## src/rtl/imem_boot_loader.sv

```systemverilog
`timescale 1ns/1ps
`default_nettype none
// ============================================================================
// Module   : imem_boot_loader
// Brief    : Loads a checksummed big-endian program image from the UART byte
//            stream into IMEM and releases the CPU reset once it verifies.
// Revision : 1.0 - initial release
// ============================================================================
module imem_boot_loader #(
    parameter int          ADDR_W       = 10,
    parameter int          GAP_TIMEOUT  = 1000000,
    parameter logic [31:0] RELOAD_MAGIC = 32'hB007_10AD
) (
    input  logic              clk,
    input  logic              rst,
    input  logic [7:0]        rx_data,
    input  logic              rx_valid,
    output logic              imem_we,
    output logic [ADDR_W-1:0] imem_addr,
    output logic [31:0]       imem_wdata,
    output logic              cpu_rst_n,
    output logic              load_busy,
    output logic              load_done,
    output logic              load_err,
    output logic [ADDR_W:0]   word_count
);

    localparam int                 c_GAP_W     = $clog2(GAP_TIMEOUT + 1);
    localparam logic [c_GAP_W-1:0] c_GAP_LAST  = c_GAP_W'(GAP_TIMEOUT - 1);
    localparam logic [32:0]        c_MAX_WORDS = 33'd1 << ADDR_W;

    typedef enum logic [2:0] {
        S_WAIT_HDR = 3'd0,
        S_LOAD     = 3'd1,
        S_CHECK    = 3'd2,
        S_RUN      = 3'd3,
        S_ERROR    = 3'd4
    } state_t;

    state_t              r_state;
    state_t              w_next;
    logic [1:0]          r_byte_idx;
    logic [23:0]         r_shift;
    logic [31:0]         r_word;
    logic                r_word_valid;
    logic [c_GAP_W-1:0]  r_gap_cnt;
    logic [ADDR_W:0]     r_num_words;
    logic [ADDR_W:0]     r_word_count;
    logic [31:0]         r_sum;
    logic                r_imem_we;
    logic [ADDR_W-1:0]   r_imem_addr;
    logic [31:0]         r_imem_wdata;
    logic                r_cpu_rst_n;
    logic                r_load_busy;
    logic                r_load_done;
    logic                r_load_err;

    logic                w_gap_expire;
    logic                w_hdr_ok;
    logic                w_load_word;
    logic [ADDR_W:0]     w_count_inc;

    // A byte arriving in the expiry cycle clears the counter instead.
    assign w_gap_expire = !rx_valid && (r_byte_idx != 2'd0) && (r_gap_cnt == c_GAP_LAST);
    assign w_hdr_ok     = (r_word != 32'd0) && ({1'b0, r_word} <= c_MAX_WORDS);
    assign w_load_word  = (r_state == S_LOAD) && r_word_valid;
    assign w_count_inc  = r_word_count + (ADDR_W+1)'(1);

    // Byte-to-word assembler with inter-byte gap supervision
    always_ff @(posedge clk) begin
        if (!rst) begin
            r_byte_idx   <= 2'd0;
            r_shift      <= 24'd0;
            r_word       <= 32'd0;
            r_word_valid <= 1'b0;
            r_gap_cnt    <= '0;
        end else begin
            r_word_valid <= 1'b0;
            if (rx_valid) begin
                r_gap_cnt  <= '0;
                r_byte_idx <= r_byte_idx + 2'd1;
                r_shift    <= {r_shift[15:0], rx_data};
                if (r_byte_idx == 2'd3) begin
                    r_word       <= {r_shift, rx_data};
                    r_word_valid <= 1'b1;
                end
            end else if (r_byte_idx != 2'd0) begin
                if (w_gap_expire) begin
                    r_byte_idx <= 2'd0;
                    r_gap_cnt  <= '0;
                end else begin
                    r_gap_cnt <= r_gap_cnt + c_GAP_W'(1);
                end
            end
        end
    end

    always_comb begin
        w_next = r_state;
        case (r_state)
            S_WAIT_HDR: begin
                if (r_word_valid) begin
                    w_next = w_hdr_ok ? S_LOAD : S_ERROR;
                end
            end
            S_LOAD: begin
                if (w_gap_expire) begin
                    w_next = S_ERROR;
                end else if (r_word_valid && (w_count_inc == r_num_words)) begin
                    w_next = S_CHECK;
                end
            end
            S_CHECK: begin
                if (w_gap_expire) begin
                    w_next = S_ERROR;
                end else if (r_word_valid) begin
                    w_next = (r_word == r_sum) ? S_RUN : S_ERROR;
                end
            end
            S_RUN, S_ERROR: begin
                if (r_word_valid && (r_word == RELOAD_MAGIC)) begin
                    w_next = S_WAIT_HDR;
                end
            end
            default: w_next = S_WAIT_HDR;
        endcase
    end

    // State, write port and status registers; status follows the next state
    always_ff @(posedge clk) begin
        if (!rst) begin
            r_state      <= S_WAIT_HDR;
            r_num_words  <= '0;
            r_word_count <= '0;
            r_sum        <= 32'd0;
            r_imem_we    <= 1'b0;
            r_imem_addr  <= '0;
            r_imem_wdata <= 32'd0;
            r_cpu_rst_n  <= 1'b0;
            r_load_busy  <= 1'b0;
            r_load_done  <= 1'b0;
            r_load_err   <= 1'b0;
        end else begin
            r_state   <= w_next;
            r_imem_we <= w_load_word;
            if ((r_state == S_WAIT_HDR) && r_word_valid && w_hdr_ok) begin
                r_num_words  <= r_word[ADDR_W:0];
                r_word_count <= '0;
                r_sum        <= 32'd0;
            end
            if (w_load_word) begin
                r_imem_addr  <= r_word_count[ADDR_W-1:0];
                r_imem_wdata <= r_word;
                r_sum        <= r_sum + r_word;
                r_word_count <= w_count_inc;
            end
            r_cpu_rst_n <= (w_next == S_RUN);
            r_load_done <= (w_next == S_RUN);
            r_load_err  <= (w_next == S_ERROR);
            r_load_busy <= (w_next == S_LOAD) || (w_next == S_CHECK);
        end
    end

    assign imem_we    = r_imem_we;
    assign imem_addr  = r_imem_addr;
    assign imem_wdata = r_imem_wdata;
    assign cpu_rst_n  = r_cpu_rst_n;
    assign load_busy  = r_load_busy;
    assign load_done  = r_load_done;
    assign load_err   = r_load_err;
    assign word_count = r_word_count;

endmodule
`default_nettype wire

```

## config.mk

```make
export PLATFORM = sky130hd
export DESIGN_NAME = imem_boot_loader
export DESIGN_NICKNAME = d
export VERILOG_FILES = /design/src/rtl/imem_boot_loader.sv
export SDC_FILE = /design/constraint.sdc
export NUM_CORES = 1
export LEC_CHECK = 0
export ABC_AREA = 1
export BUFFER_PORTS_ARGS = -buffer_cell sky130_fd_sc_hd__buf_4
export CAP_MARGIN = 0
export CORE_UTILIZATION = 25
export CTS_CLUSTER_SIZE = 14
export DETAILED_ROUTE_END_ITERATION = 16
export PLACE_DENSITY_LB_ADDON = 0.12
export RECOVER_POWER = 100
export SLEW_MARGIN = 30
export SYNTH_ARGS = -nofsm -noshare
export SYNTH_HDL_FRONTEND = slang
export SYNTH_SLANG_ARGS = --single-unit
```

## constraint.sdc

```tcl
create_clock -name clk -period 2.38 [get_ports clk]
set_input_delay 0.238 -clock clk [delete_from_list [all_inputs] [get_ports clk]]
set_output_delay 0.238 -clock clk [all_outputs]
set_load 0.01 [all_outputs]
```

-- Word-level counts from Yosys, hierarchy flattened
Index checks and enable logic that the tools add are counted.
- flip-flop bits (word level): 182
- logic and storage cells: 73
- $add $sub $neg: 4
- magnitude comparators: 1
- equality and inequality tests: 13
- multiplexer cells: 18
- bitwise operators: 1
- reductions and logical operators: 21
- operator list (cell ; count):
    two-way mux 32 bit ; 2
    adder 32 bit ; 1
    equality test 32 bit ; 1
    equality test 32 bit (second input constant) ; 1
    <= comparator 32 x 11 -> 1 bit (second input constant) ; 1
    nonzero test 32 bit ; 1
    two-way mux 3 bit ; 8
    two-way mux 11 bit ; 2
    adder 20 x 1 -> 20 bit (second input constant) ; 1
    equality test 20 bit (second input constant) ; 1
    two-way mux 20 bit ; 1
    equality test 3 x 2 -> 1 bit (second input constant) ; 4
    one-hot mux 3 bit (4 select lines) ; 1
    adder 11 x 1 -> 11 bit (second input constant) ; 1
    equality test 11 bit ; 1
    logical AND 1 bit ; 8
    nonzero test 2 bit ; 4
    equality test 3 x 1 -> 1 bit (second input constant) ; 2
    equality test 3 bit (second input constant) ; 2
    two-way mux 2 bit ; 3
    AND reduction 2 bit ; 3
    OR reduction 2 bit ; 2
    zero test 3 bit ; 1
    adder 2 x 1 -> 2 bit (second input constant) ; 1
    5 further kinds ; 5

-- Longest topological paths before layout
- depth after elaboration: 8
- depth in mapped cells: 16
- depth with buffers taken out: 16

-- Worst setup path after synthesis
OpenSTA, ideal clock, no wires.
- kind: reg-to-reg
- start: register r_word[0]
- end: register r_sum[30]
- arrival: 1.913 ns
- required time: 2.310 ns
- setup slack: 0.396 ns
- stages on the path, launching flop included: 14
- buffers on the path: 0
- cells stage by stage: dfxtp_1 -> ha_1 -> fa_1 -> nand2_1 -> a21oi_1 -> a21boi_0 -> inv_1 -> nand2_1 -> nand2_1 -> nand3_1 -> nand2_1 -> a21oi_1 -> o21ai_0 -> a21oi_1
- longest elaborated chain between the ends: 4
- RTL lines (item ; line ; source):
    start: declaration ; 44 ; logic [31:0] r_word;
    start signal: assignment ; 84 ; r_word <= {r_shift, rx_data};
    <= comparator 32 x 11 -> 1 bit / nonzero test 32 bit (equally long branches) ; 65 ; assign w_hdr_ok = (r_word != 32'd0) && ({1'b0, r_word} <= c_MAX_WORDS);
    logical AND 1 bit ; 65 ;
    logical AND 1 bit ; 146 ; if ((r_state == S_WAIT_HDR) && r_word_valid && w_hdr_ok) begin
    nonzero test 2 bit (no line) ; - ;
    end signal: assignment ; 154 ; r_sum <= r_sum + r_word;
    end: declaration ; 49 ; logic [31:0] r_sum;
Parallel ways exist; a longest one is shown, timed or not.
A chain may end at the register's enable or synchronous reset.

-- Worst setup path after layout
- start: register r_word[0]
- end: register r_sum[16]
Same word-level chain as after synthesis.

==> reports/metrics.cfg <==
[outcome]
status = complete, but fails checks
violations = design-rule violations, max-capacitance violations, max-slew violations

[grt]
grt_pass1_wl_mm = 49.3
grtUsageTotal_pct = 17.0
antenna_found_initial = 0
gr-total-overflow = 0
grt_max_degree = 100
grt_pass1_vias = 8613

[layout]
layout-drive-gt1-share_pct = 6.57
syn_to_final_growth_pct = 16.1
finalNetCount = 1435
antennaDiodeCount = 0
stdcell_count = 1862
regArea_sq_um = 3640
fillCellCount = 3934
multi_input_area_sq_um = 4750

[cts]
cts_tree = built
ctsHtreeMaxLevel = 4
clk_pin_slew_ns = 0.07
cts.sink_count = 182
root_buffer = clkbuf_16
clock_latency_ns = 0.45
cts_made_buffers = 17
cts_hold_buf = 0
clockBufferDepth = 2

[detailed_routing]
wl_mm = 31.7
via_count = 8921
drtAntennaViolNets = 0
via_per_inst = 4.79
detail_route.iter0.violations = 589
wl_per_cell_um = 17.0
dr.pass1.iters = 11
drc = 1

[timing]
timing.fmax_ghz = 0.451
finalSetupTns_ns = 0
fin_crit_ns = 2.22
timing.final.max_slew_violations = 100
hold_viol = 0
fin_skew_ns = 0.0143
tightest_slew_ns = 1.83
fin_crit_sh_pct = 93.1
setup-violations-final = 0
relSlewSlack_pct = -22.1
rsz0062_at_grt = false

[floorplan]
num_rows = 69
pin_count = 69
die_height_um = 193
core_sq_um = 35800
die_w_um = 193
dieArea_sq_um = 37400
start_util_pct = 25.6

[yosys]
syn_area_sq_um = 9160
async_flop_share_pct = 0
synth_seq_area_share_pct = 39.8
dominantRegCellSynth = dfxtp_1
synth_top_cell_by_area = dfxtp_1
yosys.cell_types.count = 39
yosysTopAreaCellShare_pct = 39.8
postSynthAreaPerCell_sq_um = 6.95
synth-seq-cells = 182
synth_edf_count = 0
synthCells = 1317
synth.area.top_cells = dfxtp_1 40%, a21oi_1 8.5%, o21ai_0 7.9%
yosysWarningCount = 0
syn-num-nets = 1364

[power]
ir_drop_v = 0.000500
seqPwrFrac_pct = 50.9
p_leak_uw = 0.00426
power_switching_uw = 1540
power_frac_comb_pct = 4.6
power.internal_uw = 4540
clock_power_share_pct = 44.4
p_sw_share_pct = 25.4
p_per_area_nw_per_um2 = 573

[setup_path]
worst_ep_required_time_ns = 2.75
path_max_fanout = 4
crit_path_start_kind = flop
path_class = flop to flop
crit_arrival_ns = 2.59
rrSetupSlack_ns = 0.16
worstSetupEndpointType = flop

[placement]
portBuffers = 68
dp.final_hpwl_mm = 23.5
dp_cells = 1830
gp_congestion = 0.940

[min_path]
min_path_type = input port to flop

[flow_run]
cap_viol_max_count = 1

[layout make-up]
| cell class | count | area share [%] |
|---|---|---|
| Clock inverter | 12 | 0.883 |
| Inverter | 148 | 5.23 |
| Clock buffer | 20 | 4.20 |
| Sequential cell | 182 | 34.3 |
| Timing Repair Buffer | 106 | 5.31 |
| Multi-Input combinational cell | 933 | 44.7 |
| Tap cell | 461 | 5.43 |
[routing by layer]
metal	up-vias	share of wire, %	wire [um]	global-route usage, %
met1	4167	52	16600	24.7
met4	0	1.7	526	5.16
li1	4595	-	-	-
met2	128	43	13500	25.8
met5	-	0	0	0
met3	31	3.2	1020	2.39
[stage by stage]
stage	instance area (sq um)	utilization, %	power (uW)	setup slack (ns)	hold slack [ns]
final	10600	29.7	6090	0.164	0.0482
after global routing	10600	29.7	6330	0.0134	0.0374
after CTS	10900	30.4	6190	0.104	0.0212
after detailed placement	10300	28.9	3460	0.130	0.448
after global placement	10300	28.9	3470	0.145	0.445
after floorplan	9160	-	3330	0.396	0.377
[flip-flops by register name, indices dropped and copies added, names as in the netlist, 2 cells and up]
| name | count |
|---|---|
| imem_wdata | 32 |
| r_sum | 32 |
| r_word | 32 |
| r_shift | 24 |
| r_gap_cnt | 20 |
| r_num_words | 11 |
| word_count | 11 |
| imem_addr | 10 |
| r_state | 3 |
| r_byte_idx | 2 |
[kinds of logic after synthesis]
logic type,after synthesis,synth area share [%]
buffers and inverters,202,8.51
adders and majority gates,36,5.00
and+or+nand+nor,543,26.0
xor gates and xnor gates,11,1.05
DFF,182,39.8
AOI/OAI and AO/OA,343,19.7
[cell usage after synthesis (all sizes together) (2+ instances only)]
cell type  instances
o21bai             5
nor3              22
clkbuf            36
inv              148
nand2            189
xnor2              2
a21o              11
or2                5
xor2               9
ha                35
o21a               4
nor4              13
nor2             162
nand4             31
buf               18
a21oi            155
o21ai            147
a31oi              6
dfxtp            182
a211oi             2
o22ai              8
nand3            118
o31ai              2
[cell usage in the layout (no fill, tap or decap), drive strengths merged]
cell type | Yosys | final
o211ai | 1 | 1
a21boi | 1 | 1
nand2 | 189 | 189
inv | 148 | 152
clkbuf | 36 | 86
a211oi | 2 | 2
nand4 | 31 | 31
dfxtp | 182 | 182
nand3 | 118 | 118
buf | 18 | 40
nor3b | 1 | 1
nor2 | 162 | 162
o21ai | 147 | 147
nand3b | 1 | 1
a21o | 11 | 11
o31ai | 2 | 2
fa | 1 | 1
ha | 35 | 35
o21bai | 5 | 5
a31oi | 6 | 6
nor4 | 13 | 13
a21oi | 155 | 155
o21a | 4 | 4
and3 | 1 | 1
clkinvlp | 0 | 3
nor3 | 22 | 22
clkinv | 0 | 5
or2 | 5 | 5
xnor2 | 2 | 2
o221ai | 1 | 1
xor2 | 9 | 9
o22ai | 8 | 8
[final timing paths]
path,startpoint,endpoint,depth (start not counted)
worst max-delay path,r_word[0]$_SDFFE_PN0P_,r_sum[16]$_SDFFE_PN0P_,10
worst min-delay path,rx_data[0],r_shift[0]$_SDFFE_PN0P_,3
worst max register to register,r_word[0]$_SDFFE_PN0P_,r_sum[16]$_SDFFE_PN0P_,10
worst min register to register,r_shift[18]$_SDFFE_PN0P_,r_shift[18]$_SDFFE_PN0P_,2
[what timing repair did]
action | in CTS | in global routing
resized for setup | 0 | 8
endpoints found under the setup margin | 0 | 9
endpoints found under the hold margin | 0 | 0
setup buffers | 0 | 0
[critical path, cell delays in order (launching register included)]
cell and delay, ns:
dfxtp_1 0.34, ha_1 0.23, fa_1 0.39, nand2_1 0.13
a21oi_2 0.11, a21oi_2 0.22, inv_1 0.14, a21oi_1 0.19
o21ai_0 0.10, a21o_1 0.18, a21oi_1 0.11
[power by group through the flow]
stage                     logic, uW  registers (uW)  clock network (uW)
after floorplan                 168            3160                   0
after global placement          295            3170                   0
after detailed placement        293            3170                   0
after CTS                       294            3100                2800
after global routing            317            3100                2920
final                           282            3100                2710
Power figures use the tool's default switching activity.
